File: config.mk
export PLATFORM = sky130hd
export DESIGN_NAME = inst_fetch
export DESIGN_NICKNAME = d
export VERILOG_FILES = /design/src/rtl/inst_fetch.sv
export SDC_FILE = /design/constraint.sdc
export NUM_CORES = 1
export LEC_CHECK = 0
export CAP_MARGIN = 30
export CORE_MARGIN = 4
export CORE_UTILIZATION = 30
export CTS_BUF_LIST = sky130_fd_sc_hd__clkbuf_4
export CTS_CLUSTER_DIAMETER = 200
export DETAILED_ROUTE_END_ITERATION = 16
export SETUP_SLACK_MARGIN = 0.02
export SYNTH_ARGS = -nofsm -noshare
export SYNTH_HDL_FRONTEND = slang
export SYNTH_SLANG_ARGS = --single-unit
File: constraint.sdc
create_clock -name clk -period 5.9 [get_ports clk]
set_clock_uncertainty 0.1 [all_clocks]
set_input_delay 1.18 -clock clk [delete_from_list [all_inputs] [get_ports clk]]
set_output_delay 1.18 -clock clk [all_outputs]
set_load 0.005 [all_outputs]
File: src/rtl/inst_fetch.sv
// rtl/inst_fetch.sv - RV32I fetch stage: PC register, next-PC resolution, ROM address, retire counter
// imem_addr is driven from next-PC so the synchronous ROM returns the word for pc in the following cycle.
module inst_fetch #(
  parameter logic [31:0] RESET_PC = 32'h0000_0000,
  parameter int          IMEM_AW  = 14
) (
  input  logic               clk,
  input  logic               rst,
  input  logic               stall,
  input  logic               Branch,
  input  logic [2:0]         BranchType,
  input  logic               Jump,
  input  logic [31:0]        rs1_data,
  input  logic [31:0]        rs2_data,
  input  logic [31:0]        imm,
  input  logic [31:0]        imem_rdata,
  output logic [IMEM_AW-1:0] imem_addr,
  output logic [31:0]        inst,
  output logic [31:0]        pc,
  output logic [31:0]        pc_plus4,
  output logic               inst_valid,
  output logic               trap,
  output logic [31:0]        retired
);

  logic [31:0] pc_q, pc_d;
  logic        inst_valid_q, inst_valid_d;
  logic        trap_q, trap_d;
  logic [31:0] retired_q, retired_d;

  logic        is_jalr;
  logic        taken;
  logic        hold;
  logic        redirect;
  logic        misalign;
  logic [31:0] jalr_sum;
  logic [31:0] pc_imm;
  logic [31:0] target;

  assign inst     = imem_rdata;
  assign pc       = pc_q;
  assign pc_plus4 = pc_q + 32'd4;
  assign is_jalr  = (imem_rdata[6:0] == 7'b1100111);
  assign jalr_sum = rs1_data + imm;
  assign pc_imm   = pc_q + imm;

  always_comb begin
    taken = 1'b0;
    case (BranchType)
      3'b000:  taken = (rs1_data == rs2_data);
      3'b001:  taken = (rs1_data != rs2_data);
      3'b100:  taken = ($signed(rs1_data) <  $signed(rs2_data));
      3'b101:  taken = ($signed(rs1_data) >= $signed(rs2_data));
      3'b110:  taken = (rs1_data <  rs2_data);
      3'b111:  taken = (rs1_data >= rs2_data);
      default: taken = 1'b0;
    endcase
  end

  // Jump outranks Branch; a misaligned redirect freezes pc and raises the sticky trap instead.
  always_comb begin
    hold     = trap_q || !inst_valid_q || stall;
    redirect = !hold && (Jump || (Branch && taken));
    target   = (Jump && is_jalr) ? {jalr_sum[31:1], 1'b0} : pc_imm;
    misalign = redirect && target[1];

    pc_d         = pc_plus4;
    inst_valid_d = 1'b1;
    trap_d       = trap_q | misalign;
    retired_d    = retired_q;

    if (rst) begin
      pc_d         = RESET_PC;
      inst_valid_d = 1'b0;
      trap_d       = 1'b0;
      retired_d    = 32'd0;
    end else if (hold || misalign) begin
      pc_d = pc_q;
    end else begin
      if (redirect) begin
        pc_d = target;
      end
      retired_d = retired_q + 32'd1;
    end
  end

  assign imem_addr = pc_d[IMEM_AW+1:2];

  always_ff @(posedge clk) begin
    if (rst) begin
      pc_q         <= RESET_PC;
      inst_valid_q <= 1'b0;
      trap_q       <= 1'b0;
      retired_q    <= 32'd0;
    end else begin
      pc_q         <= pc_d;
      inst_valid_q <= inst_valid_d;
      trap_q       <= trap_d;
      retired_q    <= retired_d;
    end
  end

  assign inst_valid = inst_valid_q;
  assign trap       = trap_q;
  assign retired    = retired_q;

endmodule

==> out/metrics.yaml, run 1 <==
critical_path:
  cp_slowest_cell: "or3_4"
  critical_path_class: "primary input to output pin"
  start_kind: "primary input"
  critPathCaptureType: "output pin"
  r2r_cells: 13
  crit_top_cell: "or3_4"
  cp_num_buf_inv: 3
  max_stage_delay_ns: 0.42
  required_ns: 4.62
  cp.depth: 13
  worstPathMaxFanout: 5
  path_cells: "dlygate4sd2_1, ha_4, nand4_1, or3_4, or3b_4, and3_4, or3_4, a31o_1, a21o_4, buf_6, or3_4, a31oi_1, buf_2"
  cp.arrival_ns: 4.51
  critPathTopFamily: "simple AND/OR/NAND/NOR gates"
logic_synthesis:
  synth-simple-area-share_pct: 23.39
  synth.top_cells.by_count: "nor2_1 (102), ha_1 (95), nand2_1 (84)"
  synth_top_area_share_pct: 16.30
  yosys.area.top_type: "dfxtp_1"
  avgSynthCellArea_um2: 7.401
  synth-adder-area-share_pct: 15.16
  syn_area_mm2: 0.008104
  synth.most_common_cell: "nor2_1"
  ys_ff_latch: 66
  synth_area_leaders: "dfxtp_1 (16%), ha_1 (15%), xnor2_1 (6.8%), nor2_1 (4.7%), a21oi_1 (4.7%)"
  ys_seq_area_share_pct: 16.30
  synth-compound-area-share_pct: 24.33
  synth_top_family_by_area: "compound AO/OA/AOI/OAI gates"
  synthArstFlopShare_pct: 0
  synth_ff_type: "dfxtp_1"
  ys_warn_count: 0
  synth_nets: 1328
  synthXorXnorAreaFrac_pct: 10.27
  synth_edf_count: 0
  ys_types: 72
  yosys-mux-area-fraction_pct: 1.992
  synthCells: 1095
global_routing:
  antenna_found_initial: 0
  grt_pass1_wl_um: 47950
  overflow: 0
  track_usage_pct: 20.00
  grt_start_max_net_pins: 40
  grt_pass1_vias: 9137
route:
  wl_met1_um: 13690
  ant_nets: 0
  via_count: 9368
  first_pass_iters: 6
  drc_errors: 0
  top_layer: "met4"
  dr_wl_met3_um: 1954
  totalWireLength_um: 31060
  first_iter_violations: 573
  met2_length_um: 14720
  via_per_inst: 5.341
  wire_per_inst_um: 17.71
floorplan:
  fp.coreArea_mm2: 0.02628
  die_x_um: 172.4
  start_util_pct: 30.84
  die_y_um: 172.4
  num_rows: 59
  ios: 280
  dieArea_mm2: 0.02971
cts:
  cts.clk_slew.worst_paths_ns: 0.12
  worstSkewPairLatency_ns: 0.41
  tritoncts: "built"
  clock-sinks: 66
  cts_max_level: 3
  cts_buffers: 9
  cts-root-buf: "clkbuf_4"
  cts.path.max_buffers: 2
flow_run:
  maxCapViolations: 0
sta:
  slew_violations: 0
  fin_crit_sh_pct: 98.08
  rsz0062_at_grt: "yes"
  fin_crit_ns: 5.786
  tightest_slew_ns: 0.6902
  finalHoldViolations: 0
  finalSetupViolCount: 0
  relSlewSlack_pct: 53.57
  clock.fmax_mhz: 172.8
place:
  numPortBuffers: 229
  post-place-cells: 1711
  dp_hpwl_um: 24350
  place_area_mm2: 0.01135
  gp_congestion: 0.8957
final_layout:
  multi_input_area_mm2: 0.006696
  final_layout_size_suffix_gt1_share_pct: 22.27
  nNetsFinal: 1647
  diodes: 0
  regArea_mm2: 0.001321
  area_delta_synth_final_pct: 50.59
  final_area_mm2: 0.01220
  fillers: 2628
  instances_no_fill: 1754
power_and_ir_drop:
  power_leakage_nw: 5.168
  cellPowerDensity_mw_per_mm2: 123.3
  ir_drop_mv: 0.07213
hold_path:
  worstHoldPathCells: 2
  hold_path.class: "flip-flop to flip-flop"
status:
  status: "completed"
where the power goes:
part	internal (W)	leakage, nW	switching (W)	total, W
clock network	0.000174	0.0838	0.000173	0.000347
logic	0.000345	4.55	0.000342	0.000687
registers	0.000454	0.533	0.0000170	0.000471
cells by family (layout without fill, tap and decap cells):
kind of cell / count (synthesis) / in the layout
simple gates: 379 / 379
compound gates: 297 / 297
buf+inv: 145 / 469
fa+ha+maj: 97 / 97
xor+xnor: 95 / 95
flops: 66 / 66
mux: 16 / 16
final timing paths:
check,from,endpoint,slack (ns)
worst max register to register,flip-flop,retired[16]$_SDFFE_PP0N_,2.42
worst min-delay path,flip-flop,flip-flop,0.43
worst max-delay path,rs1_data[10],imem_addr[5],0.11
worst min register to register,flip-flop,flip-flop,0.43
cell usage in the layout, fill, tap and decap left out, drive strengths merged, types with 22 or more instances in the layout:
master,synthesis,layout
buf,42,170
clkdlybuf4s50,0,150
nor2,103,103
ha,95,95
nand2,84,84
a21oi,76,76
inv,73,73
dfxtp,66,66
xnor2,63,63
o21ai,45,45
nand3,44,44
xor2,32,32
a21o,30,30
clkbuf,30,28
dlygate4sd2,0,27
and3,26,26
a211oi,23,23
nor3,22,22
area by class of cell:
type                            instances  share of cell area (%)
Clock buffer                           10                  0.6151
Clock inverter                          6                  0.6664
Inverter                               73                   2.266
Multi-Input combinational cell        884                   54.87
Sequential cell                        66                   10.83
Tap cell                              335                   3.434
Timing Repair Buffer                  380                   27.32
timing repair:
action                                  4_1_cts  5_1_grt
pin swaps                                    42       41
endpoints found under the setup margin       14       14
setup buffers                                17       13
resized for setup                           203      112
hold buffers                                  0        0
endpoints found under the hold margin         0        0
per-layer routing:
layer | global-route usage, % | vias up
met4 | 5.605 | 0
met2 | 34.29 | 319
met3 | 2.926 | 38
li1 | - | 4617
met1 | 26.12 | 4394
met5 | 0 | -
worst min-delay path: stages, from the launching register on:
cell and delay (ns):
dfxtp_1 0.36, o21ai_0 0.08, a21oi_1 0.06
state kept, by name, summed over array words and instances (netlist names), named ones only:
| signal | cells |
|---|---|
| retired | 32 |
| inst_valid | 1 |
| pc | 30 |
| trap | 1 |
per-stage QoR:
stage | hold slack (ns) | utilization (%) | setup TNS [ns] | setup WS [ns] | total power, W
6_report | 0.4297 | 46.44 | 0 | 0.1136 | 0.001505
5_1_grt | 0.4853 | 46.44 | -0.007157 | -0.007157 | 0.001606
4_1_cts | 0.4293 | 45.72 | -0.01780 | -0.01780 | 0.001489
3_5_place_dp | 0.4125 | 43.21 | -9.660 | -0.7723 | 0.001100
3_3_place_gp | 0.4054 | 43.21 | -8.701 | -0.6867 | 0.001096
2_1_floorplan | 0.3948 | - | 0 | 0.4182 | 0.0008187
Note: power is estimated with default switching activity, not from simulation.
==> run 2, diff against run 1 <==
--- a/config.mk
+++ b/config.mk
@@ -7,2 +7,3 @@
 export LEC_CHECK = 0
+export ABC_AREA = 0
 export CAP_MARGIN = 30
@@ -14,2 +15,3 @@
 export SETUP_SLACK_MARGIN = 0.02
+export SLEW_MARGIN = 5
 export SYNTH_ARGS = -nofsm -noshare
==> constraint.sdc (replaced) <==
create_clock -name clk -period 5.9 [get_ports clk]
set_clock_uncertainty 0.1 [all_clocks]
set_input_delay 0.885 -clock clk [delete_from_list [all_inputs] [get_ports clk]]
set_output_delay 0.885 -clock clk [all_outputs]
set_load 0.005 [all_outputs]
==> run 2 against run 1 <==
Net effect:
- final area fell by 7.3%
- sequential power barely moved
- sequential share of layout area rose by 0.85 points
- die area unchanged
- cell count decreased by 3.6%
- maximum frequency increased by 0.31%
- setup slack gained 0.018 ns
- non-clock buffer count down 63
- critical path type unchanged
- core utilization is 3.4 points lower
- power is 8.1% lower
- register-to-register slack got worse by 0.08 ns
- routed wire length decreased by 3.8%
==> out/metrics.yaml, run 2 (synthesis results as in run 1) <==
cts:
  cts.path.max_buffers: 2
  cts_max_level: 3
  ctsHoldBuffers: 0
  cts.clk_slew.worst_paths_ns: 0.11
  worstSkewPairLatency_ns: 0.42
  cts_buffers: 9
  tritoncts: "built"
  clock-sinks: 66
  cts-root-buf: "clkbuf_4"
sta:
  worst_slack_ns: 0.1314
  fin_crit_ns: 5.769
  finalHoldViolations: 0
  relSlewSlack_pct: 52.20
  clock.fmax_mhz: 173.4
  tightest_slew_ns: 0.7105
  fin_crit_sh_pct: 97.77
  rsz0062_at_grt: "yes"
  slew_violations: 0
  finalSetupViolCount: 0
route:
  drc_errors: 0
  ant_nets: 0
  first_iter_violations: 620
  totalWireLength_um: 29890
  wire_per_inst_um: 17.69
  via_per_inst: 5.308
  via_count: 8970
  first_pass_iters: 5
final_layout:
  final_layout_size_suffix_gt1_share_pct: 9.594
  layout_commonest_cell: "clkdlybuf4s50_1"
  diodes: 0
  final_area_mm2: 0.01131
  area_delta_synth_final_pct: 39.60
  largest_reg_flops: 32
  nNetsFinal: 1584
  layout_common_cells: "clkdlybuf4s50_1 (216), nor2_1 (102), ha_1 (95)"
critical_path:
  r2r_end: "pc[28]$_SDFFE_PP0N_"
  r2r_cells: 11
  cp.arrival_ns: 4.78
  start_kind: "primary input"
  critPathCaptureType: "output pin"
  r2r_start: "pc[10]$_SDFF_PP0_"
  critical_path_class: "primary input to output pin"
  worstPathMaxFanout: 4
  required_ns: 4.91
  ff2ff_setup_slack_ns: 2.34
global_routing:
  grt_start_max_net_pins: 58
  grt_pass1_vias: 8556
  track_usage_pct: 19.22
  overflow: 0
  grt_pass1_wl_um: 45640
  antenna_found_initial: 0
place:
  dp_hpwl_um: 24150
  gp_congestion: 0.8970
  place_area_mm2: 0.01100
  dp_slack_ns: -0.2374
  numPortBuffers: 229
floorplan:
  dieArea_mm2: 0.02971
  num_rows: 59
  die_x_um: 172.4
  die_y_um: 172.4
  start_util_pct: 30.84
  ios: 280
  fp.coreArea_mm2: 0.02628
hold_path:
  worstHoldStart: "retired[31]$_SDFFE_PP0N_"
  worstHoldPathCells: 2
  hold_end: "retired[31]$_SDFFE_PP0N_"
  hold_path.class: "flip-flop to flip-flop"
power_and_ir_drop:
  cellPowerDensity_mw_per_mm2: 122.2
  finalPower_w: 0.001383
  power_leakage_nw: 4.792
  ir_drop_mv: 0.07225
flow_run:
  maxCapViolations: 0
status:
  status: "completed"
[run 2: worst max path at each step]
stage / from / end / slack, ns / cells after the start
finish: rs2_data[1] / imem_addr[13] / 0.13 / 16
global route: rs1_data[23] / imem_addr[8] / -0.06 / 18
CTS: rs2_data[17] / imem_addr[6] / 0.01 / 18
detailed placement: rs2_data[31] / imem_addr[6] / -0.24 / 18
global placement: rs2_data[31] / imem_addr[6] / -0.22 / 18
floorplan: rs2_data[14] / imem_addr[11] / 1.01 / 14
[run 2: what timing repair did]
action,in CTS,in global routing
gates cloned,1,0
setup buffers,7,0
setup endpoints to repair,13,8
gates resized for setup,25,12
pin swaps,12,5
[run 2: metal layers]
layer,routed length [um],vias up,track usage (%)
met5,0,-,0
met4,689,0,5.161
met3,1871,41,3.567
met2,13750,320,32.09
met1,13590,4129,25.45
li1,-,4480,-
[run 2: final cells by class]
class | instances | area, um2
Timing Repair Buffer | 317 | 2987
Fill cell | 2680 | 14970
Sequential cell | 66 | 1321
Tap cell | 335 | 419.2
Clock inverter | 5 | 46.29
Inverter | 73 | 274.0
Multi-Input combinational cell | 884 | 6191
Clock buffer | 10 | 75.07
[run 2: metrics by stage]
stage               cells  TNS, ns  hold slack (ns)  util, %
finish               1690        0           0.4397    43.05
global route         1690  -0.1280           0.4746    43.05
CTS                  1690        0           0.4434    42.89
detailed placement   1667   -1.372           0.4161    41.85
global placement     1667  -0.6963           0.4078    41.85
floorplan            1095        0           0.3948        -
[run 2: critical path: stages]
cell	delay (ns)
clkdlybuf4s50_1	0.45
inv_1	0.04
ha_1	0.28
nor2b_1	0.14
o211ai_1	0.25
a21oi_1	0.13
o41a_1	0.43
or3_4	0.35
a311oi_2	0.26
a22oi_1	0.10
buf_4	0.16
or2_4	0.26
buf_4	0.15
nor4_1	0.29
nor2_1	0.09
clkdlybuf4s50_1	0.50
[run 2: where the power goes]
part / leakage, nW / total, W / switching (W) / internal (W)
combinational: 4.19 / 0.000615 / 0.000306 / 0.000309
clock: 0.0688 / 0.000297 / 0.000170 / 0.000127
sequential: 0.533 / 0.000471 / 0.0000171 / 0.000454
==> run 3, diff against run 2 <==
Settings changed: DONT_BUFFER_PORTS set to 1.
==> run 3 against run 2 <==
Net effect:
- combinational power decreased by 31%
- maximum frequency increased by 4.7%
- routed wire length decreased by 5.7%
- via count decreased by 12%
- global-route usage decreased by 1.1 points
- critical path depth decreased by 1
- largest cell class unchanged
- critical endpoint is now imem_addr[11]
- sequential power increased by 0.8%
- cell count decreased by 17%
- critical path type unchanged
==> out/metrics.yaml, run 3 (synthesis results as in run 1) <==
critical_path:
  start_kind: "primary input"
  critPathCaptureType: "output pin"
  cp.arrival_ns: 4.52
  worstPathMaxFanout: 14
  critical_path_class: "primary input to output pin"
  required_ns: 4.91
  r2r_cells: 11
place:
  numPortBuffers: 0
  dp_hpwl_um: 23350
  gp_congestion: 0.8918
route:
  first_pass_iters: 5
  wire_per_inst_um: 20.07
  totalWireLength_um: 28190
  via_per_inst: 5.627
  drc_errors: 0
  via_count: 7900
  first_iter_violations: 573
  ant_nets: 0
floorplan:
  start_util_pct: 30.84
  num_rows: 59
  ios: 280
  die_y_um: 172.4
  dieArea_mm2: 0.02971
  die_x_um: 172.4
  fp.coreArea_mm2: 0.02628
hold_path:
  worstHoldPathCells: 1
  hold_path.class: "primary input to flip-flop"
cts:
  cts_setup_buffers: 0
  tritoncts: "built"
  cts_buffers: 9
  cts.clk_slew.worst_paths_ns: 0.12
  ctsHoldBuffers: 0
  cts.path.max_buffers: 2
  clock-sinks: 66
  cts_repair_resize_count: 0
  cts-root-buf: "clkbuf_4"
  worstSkewPairLatency_ns: 0.40
  cts_max_level: 3
power_and_ir_drop:
  cellPowerDensity_mw_per_mm2: 142.6
  power_leakage_nw: 3.543
  ir_drop_mv: 0.07276
global_routing:
  antenna_found_initial: 1
  track_usage_pct: 18.11
  overflow: 0
  grt_start_max_net_pins: 59
  grt_pass1_wl_um: 42220
  grt_pass1_vias: 7406
final_layout:
  nNetsFinal: 1297
  area_delta_synth_final_pct: 4.632
  diodes: 0
  layout_commonest_cell: "nor2_1"
  final_util_pct: 32.27
  layout_common_cells: "nor2_1 (102), ha_1 (95), nand2_1 (84)"
  largest_reg_flops: 32
  final_layout_size_suffix_gt1_share_pct: 5.893
  fillers: 2864
sta:
  finalSetupViolCount: 0
  slew_violations: 0
  tightest_slew_ns: 0.7068
  fin_crit_ns: 5.510
  rsz0062_at_grt: "no"
  finalHoldViolations: 0
  clock.fmax_mhz: 181.5
  relSlewSlack_pct: 52.38
  fin_crit_sh_pct: 93.39
  setup_tns_ns: 0
flow_run:
  maxCapViolations: 0
status:
  status: "completed"
run 3: cell count changes in the layout (fill, tap and decap cells not counted), sizes merged:
cell,previous run,this run
buf,88,30
bufbuf,1,0
clkdlybuf4s15,1,0
clkdlybuf4s50,216,0
clkinv,4,3
clkinvlp,0,2
dlygate4sd2,8,0
dlymetal6s2s,3,0
run 3: final cells by class:
| class | instances | area [um2] | share of cell area, % |
|---|---|---|---|
| Sequential cell | 66 | 1321 | 15.58 |
| Clock buffer | 10 | 75.07 | 0.8853 |
| Timing Repair Buffer | 30 | 225.2 | 2.656 |
| Inverter | 73 | 274.0 | 3.232 |
| Clock inverter | 6 | 67.56 | 0.7968 |
| Multi-Input combinational cell | 884 | 6097 | 71.91 |
| Tap cell | 335 | 419.2 | 4.943 |
run 3: critical path, stage by stage:
cell and delay [ns]:
inv_1 0.02, ha_1 0.31, nand4_1 0.24, nor4_2 0.57
or3b_1 0.46, and3_1 0.20, or3_1 0.38, a31o_1 0.23
a21o_2 0.28, buf_4 0.22, and2_1 0.25, nand2_1 0.12
o31ai_1 0.08, buf_4 0.15, buf_4 0.13
run 3: worst paths after layout:
path | start | to | slack (ns)
max | rs2_data[30] | imem_addr[11] | 0.39
min reg2reg | retired[31]$_SDFFE_PP0N_ | retired[31]$_SDFFE_PP0N_ | 0.47
min | rst | retired[13]$_SDFFE_PP0N_ | 0.44
max reg2reg | pc[12]$_SDFF_PP0_ | pc[28]$_SDFFE_PP0N_ | 2.29
run 3: layer usage:
metal  vias to the layer above  global-route usage, %  share of wire, %
met3                        31                  5.624               9.7
met2                       295                  30.35                46
met1                      3652                  22.99                42
met5                         -                      0             0.060
met4                         2                  3.691               1.7
li1                       3920                      -                 -
run 3: power by group:
group	internal, W	switching (W)
Clock	0.000135	0.000176
Sequential	0.000454	0.0000210
Combinational	0.000173	0.000251
Total	0.000762	0.000448
run 3: metrics by stage:
stage / power (W) / setup WS [ns] / hold slack [ns] / std cells / area [um2]
finish: 0.001210 / 0.3902 / 0.4373 / 1404 / 8479
floorplan: 0.0008187 / 1.008 / 0.3948 / 1095 / 8104
global route: 0.001296 / 0.1369 / 0.3870 / 1404 / 8479
detailed placement: 0.0009058 / 0.3800 / 0.4495 / 1388 / 8337
CTS: 0.001226 / 0.3729 / 0.3784 / 1404 / 8479
global placement: 0.0009004 / 0.5135 / 0.4376 / 1388 / 8337
